### config.mk
export PLATFORM = sky130hd
export DESIGN_NAME = ball_engine
export DESIGN_NICKNAME = d
export VERILOG_FILES = /design/src/rtl/bb_pkg.sv /design/src/rtl/tick_divider.sv /design/src/rtl/ball_engine.sv
export SDC_FILE = /design/constraint.sdc
export NUM_CORES = 1
export LEC_CHECK = 0
export CAP_MARGIN = 20
export CORE_MARGIN = 2
export CORE_UTILIZATION = 30
export CTS_CLUSTER_DIAMETER = 150
export CTS_CLUSTER_SIZE = 28
export DETAILED_ROUTE_END_ITERATION = 7
export GPL_TIMING_DRIVEN = 0
export SLEW_MARGIN = 20
export SYNTH_ARGS = -nofsm -noshare
export SYNTH_HDL_FRONTEND = slang
export SYNTH_SLANG_ARGS = --single-unit
### constraint.sdc
create_clock -name clock -period 3 [get_ports clock]
set_input_delay 0.3 -clock clock [delete_from_list [all_inputs] [get_ports clock]]
set_output_delay 0.3 -clock clock [all_outputs]
set_load 0.01 [all_outputs]
### src/rtl/bb_pkg.sv
// Shared brick-breaker definitions: FSM state codes, colour constants and
// direction encoding used by the ball engine.
package bb_pkg;

  typedef logic [2:0] state_t;

  localparam state_t S_IDLE       = 3'd0;
  localparam state_t S_SERVE_DRAW = 3'd1;
  localparam state_t S_WAIT_TICK  = 3'd2;
  localparam state_t S_ERASE      = 3'd3;
  localparam state_t S_UPDATE     = 3'd4;
  localparam state_t S_DRAW       = 3'd5;

  localparam logic [2:0] COLOUR_WHITE = 3'b111;
  localparam logic [2:0] COLOUR_BLACK = 3'b000;

  localparam logic DIR_POS = 1'b0;
  localparam logic DIR_NEG = 1'b1;

endpackage

### src/rtl/tick_divider.sv
// Free-running motion tick generator: one-cycle tick every TICK_DIV clocks.
module tick_divider #(
  parameter int unsigned TICK_DIV = 833333
) (
  input  logic clock,
  input  logic reset,
  output logic tick
);

  localparam int unsigned CW = (TICK_DIV > 1) ? $clog2(TICK_DIV) : 1;

  logic [CW-1:0] count;

  always_ff @(posedge clock or negedge reset) begin
    if (!reset) begin
      count <= '0;
      tick  <= 1'b0;
    end else if (count == CW'(TICK_DIV - 1)) begin
      count <= '0;
      tick  <= 1'b1;
    end else begin
      count <= count + CW'(1);
      tick  <= 1'b0;
    end
  end

endmodule

### src/rtl/ball_engine.sv
// Ball motion and erase/draw pixel engine for the brick-breaker game.
// Optional feature: define BALL_SPEEDUP_EN to raise speed every SPEEDUP_HITS paddle hits.
import bb_pkg::*;

module ball_engine #(
  parameter int unsigned SCREEN_W     = 160,
  parameter int unsigned SCREEN_H     = 120,
  parameter int unsigned BALL_SIZE    = 2,
  parameter int unsigned VEL_W        = 3,
  parameter int unsigned TICK_DIV     = 833333,
  parameter int unsigned SERVE_X      = 20,
  parameter int unsigned SERVE_Y      = 20,
  parameter logic [2:0]  BALL_COLOUR  = COLOUR_WHITE,
  parameter logic [2:0]  BG_COLOUR    = COLOUR_BLACK,
  parameter int unsigned SPEEDUP_HITS = 4
) (
  input  logic                        clock,
  input  logic                        reset,
  input  logic                        launch,
  input  logic                        halt,
  input  logic                        hit_x,
  input  logic                        hit_y,
  input  logic                        paddle_hit,
  output logic [$clog2(SCREEN_W)-1:0] ball_x,
  output logic [$clog2(SCREEN_H)-1:0] ball_y,
  output logic [$clog2(SCREEN_W)-1:0] pix_x,
  output logic [$clog2(SCREEN_H)-1:0] pix_y,
  output logic [2:0]                  pix_colour,
  output logic                        plot,
  output logic                        frame_done,
  output logic                        lost,
  output logic                        busy
);

  localparam int unsigned XW = $clog2(SCREEN_W);
  localparam int unsigned YW = $clog2(SCREEN_H);
  localparam logic [XW:0] X_MAX = (XW+1)'(SCREEN_W - BALL_SIZE);
  localparam logic [YW:0] Y_MAX = (YW+1)'(SCREEN_H - BALL_SIZE);
  localparam logic [2:0]  LAST  = 3'(BALL_SIZE - 1);

  state_t           state;
  logic             tick, tick_pending, halt_pending, exit_flag;
  logic             hit_x_flag, hit_y_flag, dir_x, dir_y;
  logic [VEL_W-1:0] mag_x, mag_y;
  logic [2:0]       col, row, nxt_col, nxt_row;

  logic             eff_dx, eff_dy, new_dx, new_dy, out_bottom, sweep_end;
  logic [XW:0]      wx, mx_w, nx;
  logic [YW:0]      wy, my_w, ny;

  tick_divider #(.TICK_DIV(TICK_DIV)) u_tick (
    .clock (clock),
    .reset (reset),
    .tick  (tick)
  );

`ifdef BALL_SPEEDUP_EN
  localparam int unsigned HCW = (SPEEDUP_HITS > 1) ? $clog2(SPEEDUP_HITS) : 1;
  logic [HCW-1:0] hit_count;

  always_ff @(posedge clock or negedge reset) begin
    if (!reset) begin
      hit_count <= '0;
      mag_x     <= VEL_W'(1);
      mag_y     <= VEL_W'(1);
    end else if (state == S_IDLE) begin
      hit_count <= '0;
      mag_x     <= VEL_W'(1);
      mag_y     <= VEL_W'(1);
    end else if (paddle_hit) begin
      if (hit_count == HCW'(SPEEDUP_HITS - 1)) begin
        hit_count <= '0;
        if (mag_x != '1) mag_x <= mag_x + VEL_W'(1);
        if (mag_y != '1) mag_y <= mag_y + VEL_W'(1);
      end else begin
        hit_count <= hit_count + HCW'(1);
      end
    end
  end
`else
  logic [1:0] unused_speedup;
  assign unused_speedup = {paddle_hit, 1'(SPEEDUP_HITS != 0)};
  assign mag_x = VEL_W'(1);
  assign mag_y = VEL_W'(1);
`endif

  // Sticky hits fold into the direction before the wall checks run.
  always_comb begin
    eff_dx = dir_x ^ hit_x_flag;
    eff_dy = dir_y ^ hit_y_flag;
    wx     = {1'b0, ball_x};
    wy     = {1'b0, ball_y};
    mx_w   = (XW+1)'(mag_x);
    my_w   = (YW+1)'(mag_y);
    new_dx = eff_dx;
    new_dy = eff_dy;
    out_bottom = 1'b0;
    if (eff_dx == DIR_NEG) begin
      if (wx < mx_w) begin
        nx = '0;
        new_dx = DIR_POS;
      end else begin
        nx = wx - mx_w;
      end
    end else if (wx + mx_w > X_MAX) begin
      nx = X_MAX;
      new_dx = DIR_NEG;
    end else begin
      nx = wx + mx_w;
    end
    if (eff_dy == DIR_NEG) begin
      if (wy < my_w) begin
        ny = '0;
        new_dy = DIR_POS;
      end else begin
        ny = wy - my_w;
      end
    end else if (wy + my_w > Y_MAX) begin
      ny = wy;
      out_bottom = 1'b1;
    end else begin
      ny = wy + my_w;
    end
    sweep_end = (col == LAST) && (row == LAST);
    if (col == LAST) begin
      nxt_col = '0;
      nxt_row = row + 3'd1;
    end else begin
      nxt_col = col + 3'd1;
      nxt_row = row;
    end
  end

  always_ff @(posedge clock or negedge reset) begin
    if (!reset) begin
      state        <= S_IDLE;
      ball_x       <= XW'(SERVE_X);
      ball_y       <= YW'(SERVE_Y);
      dir_x        <= DIR_POS;
      dir_y        <= DIR_NEG;
      pix_x        <= '0;
      pix_y        <= '0;
      pix_colour   <= BG_COLOUR;
      plot         <= 1'b0;
      frame_done   <= 1'b0;
      lost         <= 1'b0;
      busy         <= 1'b0;
      tick_pending <= 1'b0;
      halt_pending <= 1'b0;
      exit_flag    <= 1'b0;
      hit_x_flag   <= 1'b0;
      hit_y_flag   <= 1'b0;
      col          <= '0;
      row          <= '0;
    end else begin
      frame_done <= 1'b0;
      lost       <= 1'b0;
      if (state != S_IDLE) begin
        if (tick)  tick_pending <= 1'b1;
        if (hit_x) hit_x_flag   <= 1'b1;
        if (hit_y) hit_y_flag   <= 1'b1;
        if (halt && state != S_WAIT_TICK) halt_pending <= 1'b1;
      end
      case (state)
        S_IDLE: begin
          tick_pending <= 1'b0;
          halt_pending <= 1'b0;
          exit_flag    <= 1'b0;
          hit_x_flag   <= 1'b0;
          hit_y_flag   <= 1'b0;
          if (launch) begin
            state      <= S_SERVE_DRAW;
            busy       <= 1'b1;
            plot       <= 1'b1;
            pix_x      <= ball_x;
            pix_y      <= ball_y;
            pix_colour <= BALL_COLOUR;
            col        <= '0;
            row        <= '0;
          end
        end
        S_WAIT_TICK: begin
          if (halt || halt_pending || tick_pending) begin
            state      <= S_ERASE;
            plot       <= 1'b1;
            pix_x      <= ball_x;
            pix_y      <= ball_y;
            pix_colour <= BG_COLOUR;
            col        <= '0;
            row        <= '0;
            if (halt || halt_pending) begin
              exit_flag    <= 1'b1;
              halt_pending <= 1'b0;
            end else begin
              tick_pending <= tick;
            end
          end
        end
        S_SERVE_DRAW, S_ERASE, S_DRAW: begin
          if (sweep_end) begin
            plot <= 1'b0;
            col  <= '0;
            row  <= '0;
            if (state == S_ERASE) begin
              if (exit_flag) begin
                state  <= S_IDLE;
                busy   <= 1'b0;
                ball_x <= XW'(SERVE_X);
                ball_y <= YW'(SERVE_Y);
                dir_x  <= DIR_POS;
                dir_y  <= DIR_NEG;
              end else begin
                state <= S_UPDATE;
              end
            end else begin
              state      <= S_WAIT_TICK;
              frame_done <= (state == S_DRAW);
            end
          end else begin
            col   <= nxt_col;
            row   <= nxt_row;
            pix_x <= ball_x + XW'(nxt_col);
            pix_y <= ball_y + YW'(nxt_row);
          end
        end
        S_UPDATE: begin
          // Hits landing this very cycle are kept for the next update.
          hit_x_flag <= hit_x;
          hit_y_flag <= hit_y;
          if (out_bottom) begin
            state  <= S_IDLE;
            lost   <= 1'b1;
            busy   <= 1'b0;
            ball_x <= XW'(SERVE_X);
            ball_y <= YW'(SERVE_Y);
            dir_x  <= DIR_POS;
            dir_y  <= DIR_NEG;
            hit_x_flag <= 1'b0;
            hit_y_flag <= 1'b0;
          end else begin
            state      <= S_DRAW;
            ball_x     <= nx[XW-1:0];
            ball_y     <= ny[YW-1:0];
            dir_x      <= new_dx;
            dir_y      <= new_dy;
            plot       <= 1'b1;
            pix_x      <= nx[XW-1:0];
            pix_y      <= ny[YW-1:0];
            pix_colour <= BALL_COLOUR;
          end
        end
        default: begin
          state <= S_IDLE;
          busy  <= 1'b0;
          plot  <= 1'b0;
        end
      endcase
    end
  end

endmodule
==> impl_results.md <==
* Starting Density at 30.8%
* Placed cell area at 5410 µm²
* Total wire length at 13500 µm
* TritonCTS Buffers at 9
* Num ports at 44
* Clk Latency, worst-skew pair at 340 ps
* Drt pass-1 iters at 5
* Syn avg cell area at 8.94 µm²
* Post-Synthesis Cells at 526
* Final HPWL DP at 9850 µm
* Input/output buffers at 42
* CP peak stage delay at 490 ps
* Tot GR Track Use at 16.6%
* Clk sinks at 72
* EDFF count, synth at 0
* DR iter-0 viols at 406
* Final instance count without filler cells at 796
* Layout cell share with drive strength beyond 1 at 9.06%
* Placed cell count at 780
* Row cnt at 45
* RSZ-0062 raised after global routing: false
* Net Count, Synth at 552
* Vias per cell at 5.41
* Leak pwr at 2.36 nW
* Wire length of the first global-routing pass at 21700 µm
* Critical Path AT at 3050 ps
* Crit path buffers/inverters at 4
* Crit-path cells: buf_2, inv_1, ha_1, nand3b_1, a221o_1, nand3_2, inv_2, buf_2, nand4_1, o211ai_1
* Pin count of the biggest net entering global routing at 49
* PD cells at 864 nW/µm²
* Util after Layout at 37.5%
* Worst reg-to-reg setup slack at 210 ps
* Post-synthesis sequential area ratio at 38.4%
* Total number of vias at 4305
* Relative slew slack at 38.8%
* Synthesis Warnings at 0
* # fillers at 1524
* Clock transition at the registers of the reported paths at 60 ps
* Syn-to-layout area delta at 21.6%
* H-tree depth at 3
* Deepest clock path buffer count at 2
* Die X at 129 µm
* Post-CTS setup buffers at 0
* Routed Antenna Nets at 0
* Worst vdd ir at 347 µV
* Max Slew Vio Count at 0
* Fin crit share at 93.0%
* Die height at 129 µm
* CTS Root Cell: clkbuf_16
* FFs w/ async S/R, synth at 100%
* CP required at 3260 ps
* Final number of setup-violating endpoints at 0
* Flops & latches, synth at 72
* Critical path type: flip-flop to flip-flop
* Max Freq at 358 MHz
* CP endpoint kind: flip-flop
* Worst slew pin tran at 914 ps
* Startpoint type of the worst setup path: flip-flop
* Skew final at 7.45 ps
* CTS tree: built
* Die area at 16700 µm²
* Ant. Diodes at 0
* Final critical-path required period at 2790 ps
* Routed len/inst at 16.9 µm
* RePlAce Congestion at 0.928
* Post-route cell area at 5720 µm²
* CP max FO at 10
* Initial antenna violation count at 0
* Ys flop type: dfrtp_1
* Final net count at 607
* Distinct cells, synth at 74
* Status: finished, final reports clean
* Top delay family on crit path: buffers and inverters
* Crit path top cell by count: buf_2
* Core ar. at 15300 µm²
* Grt ovf at 0
* Hold Violations, Final at 0
* Slowest CP cell: dfrtp_1
* Max Cap Violations at 0
* DRC violations left at 0
* Mapped cell area at 4700 µm²
* Hold Crit Class: primary input to async pin
* Number of global-route vias before repair at 4204
## registers in the layout (all words and copies together), names as in the netlist
register / count
col: 3
u_tick.tick: 1
hit_y_flag: 1
dir_x: 1
dir_y: 1
hit_x_flag: 1
u_tick.count: 20
state: 3
ball_x: 8
ball_y: 7
pix_x: 8
pix_colour: 1
frame_done: 1
halt_pending: 1
busy: 1
pix_y: 7
plot: 1
lost: 1
row: 3
exit_flag: 1
tick_pending: 1
## Yosys cell counts (5+ instances only)
cell type / instances / area, µm²
o31ai_1: 6 / 45.0
and4_1: 5 / 43.8
o21ai_0: 31 / 155
buf_2: 8 / 40.0
clkbuf_1: 15 / 56.3
dfrtp_1: 67 / 1680
mux2i_1: 7 / 70.1
and3_1: 7 / 43.8
a22o_1: 5 / 43.8
ha_1: 17 / 213
nand3_1: 25 / 125
a21o_1: 10 / 75.1
nand2_1: 39 / 146
o22ai_1: 7 / 43.8
nand4_1: 7 / 43.8
dfstp_2: 5 / 131
a21oi_1: 31 / 155
inv_1: 17 / 63.8
xnor2_1: 24 / 210
o211ai_1: 7 / 52.6
nor2_1: 56 / 210
a31oi_1: 10 / 62.6
nor3_1: 11 / 55.1
xor2_1: 15 / 131
## per-layer routing
metal,up-vias,part of all wire (%),global-route usage (%)
met2,141,47,27.4
li1,2028,-,-
met4,0,2.0,6.20
met1,2114,45,20.9
met3,22,5.3,4.25
met5,-,0,0
## metrics by stage
stage,total power (W),setup TNS [ps],hold WS (ps),setup slack (ps)
global placement,0.00377,-67570,457,-1010
detailed placement,0.00383,0,244,270
floorplan,0.00297,0,4.41,675
global route,0.00528,0,461,74.1
finish,0.00494,0,421,209
CTS,0.00495,0,424,245
## power breakdown
| group | internal (W) | switching (W) |
|---|---|---|
| registers | 0.00120 | 0.000251 |
| logic | 0.00102 | 0.00138 |
| clock network | 0.000665 | 0.000426 |
| total | 0.00288 | 0.00206 |
## path summary, 6_finish.rpt
kind                                  startpoint  cells after the start                endpoint
max                        ball_y[0]$_DFFE_PN0P_                     10    pix_y[3]$_DFFE_PN0P_
min                                        reset                      2   ball_x[3]$_DFFE_PN0P_
min reg2reg                u_tick.tick$_DFF_PN0_                      2  tick_pending$_DFF_PN0_
max reg2reg                ball_y[0]$_DFFE_PN0P_                     10    pix_y[3]$_DFFE_PN0P_
min in group clock         u_tick.tick$_DFF_PN0_                      2  tick_pending$_DFF_PN0_
max in group asynchronous                  reset                      3       dir_y$_DFFE_PN1P_
## cell type report
cell class | count | area, µm² | area share, %
timing repair buffer | 44 | 455 | 7.96
clock inverter | 4 | 55.1 | 0.962
sequential | 72 | 1810 | 31.6
multi-input combinational | 406 | 2690 | 47.0
buffer | 30 | 138 | 2.41
clock buffer | 11 | 243 | 4.24
inverter | 18 | 67.6 | 1.18
tap | 211 | 264 | 4.61
## what timing repair did
item,in CTS,in global routing
gates resized for setup,0,0
endpoints found under the hold margin,22,0
hold buffers,1,0
## worst reg2reg max path, delay by kind of cell, from the launching register on
kind / cells / cell delay, ps
compound gates: 2 / 370
buf+inv: 4 / 960
fa+ha+maj: 1 / 370
flops: 1 / 490
simple gates: 3 / 520
## cell usage in the layout, fill, tap and decap left out, types with 8 or more instances in the layout
| master | netlist | final |
|---|---|---|
| nand2_1 | 39 | 39 |
| xor2_1 | 15 | 15 |
| dfrtp_1 | 67 | 67 |
| ha_1 | 17 | 17 |
| a31oi_1 | 10 | 10 |
| buf_2 | 8 | 8 |
| a21o_1 | 10 | 10 |
| inv_1 | 17 | 17 |
| a21oi_1 | 31 | 31 |
| nor2_1 | 56 | 56 |
| clkbuf_16 | 0 | 9 |
| clkbuf_1 | 15 | 16 |
| xnor2_1 | 24 | 24 |
| nor3_1 | 11 | 11 |
| o21ai_0 | 31 | 31 |
| clkdlybuf4s50_1 | 0 | 41 |
| nand3_1 | 25 | 25 |
## logic make-up (layout without fill, tap and decap cells)
kind of cell             after synthesis  in the layout  share of synthesized area, %
buffers and inverters                 48            107                          4.36
AND/OR/NAND/NOR                      191            191                          21.6
adder cells (fa/ha/maj)               19             19                          5.37
multiplexers                          10             10                          2.29
XOR/XNOR                              39             39                          7.26
AO/OA/AOI/OAI                        147            147                          20.7
flip-flops                            72             72                          38.4
(Power assumes the default switching activity.)
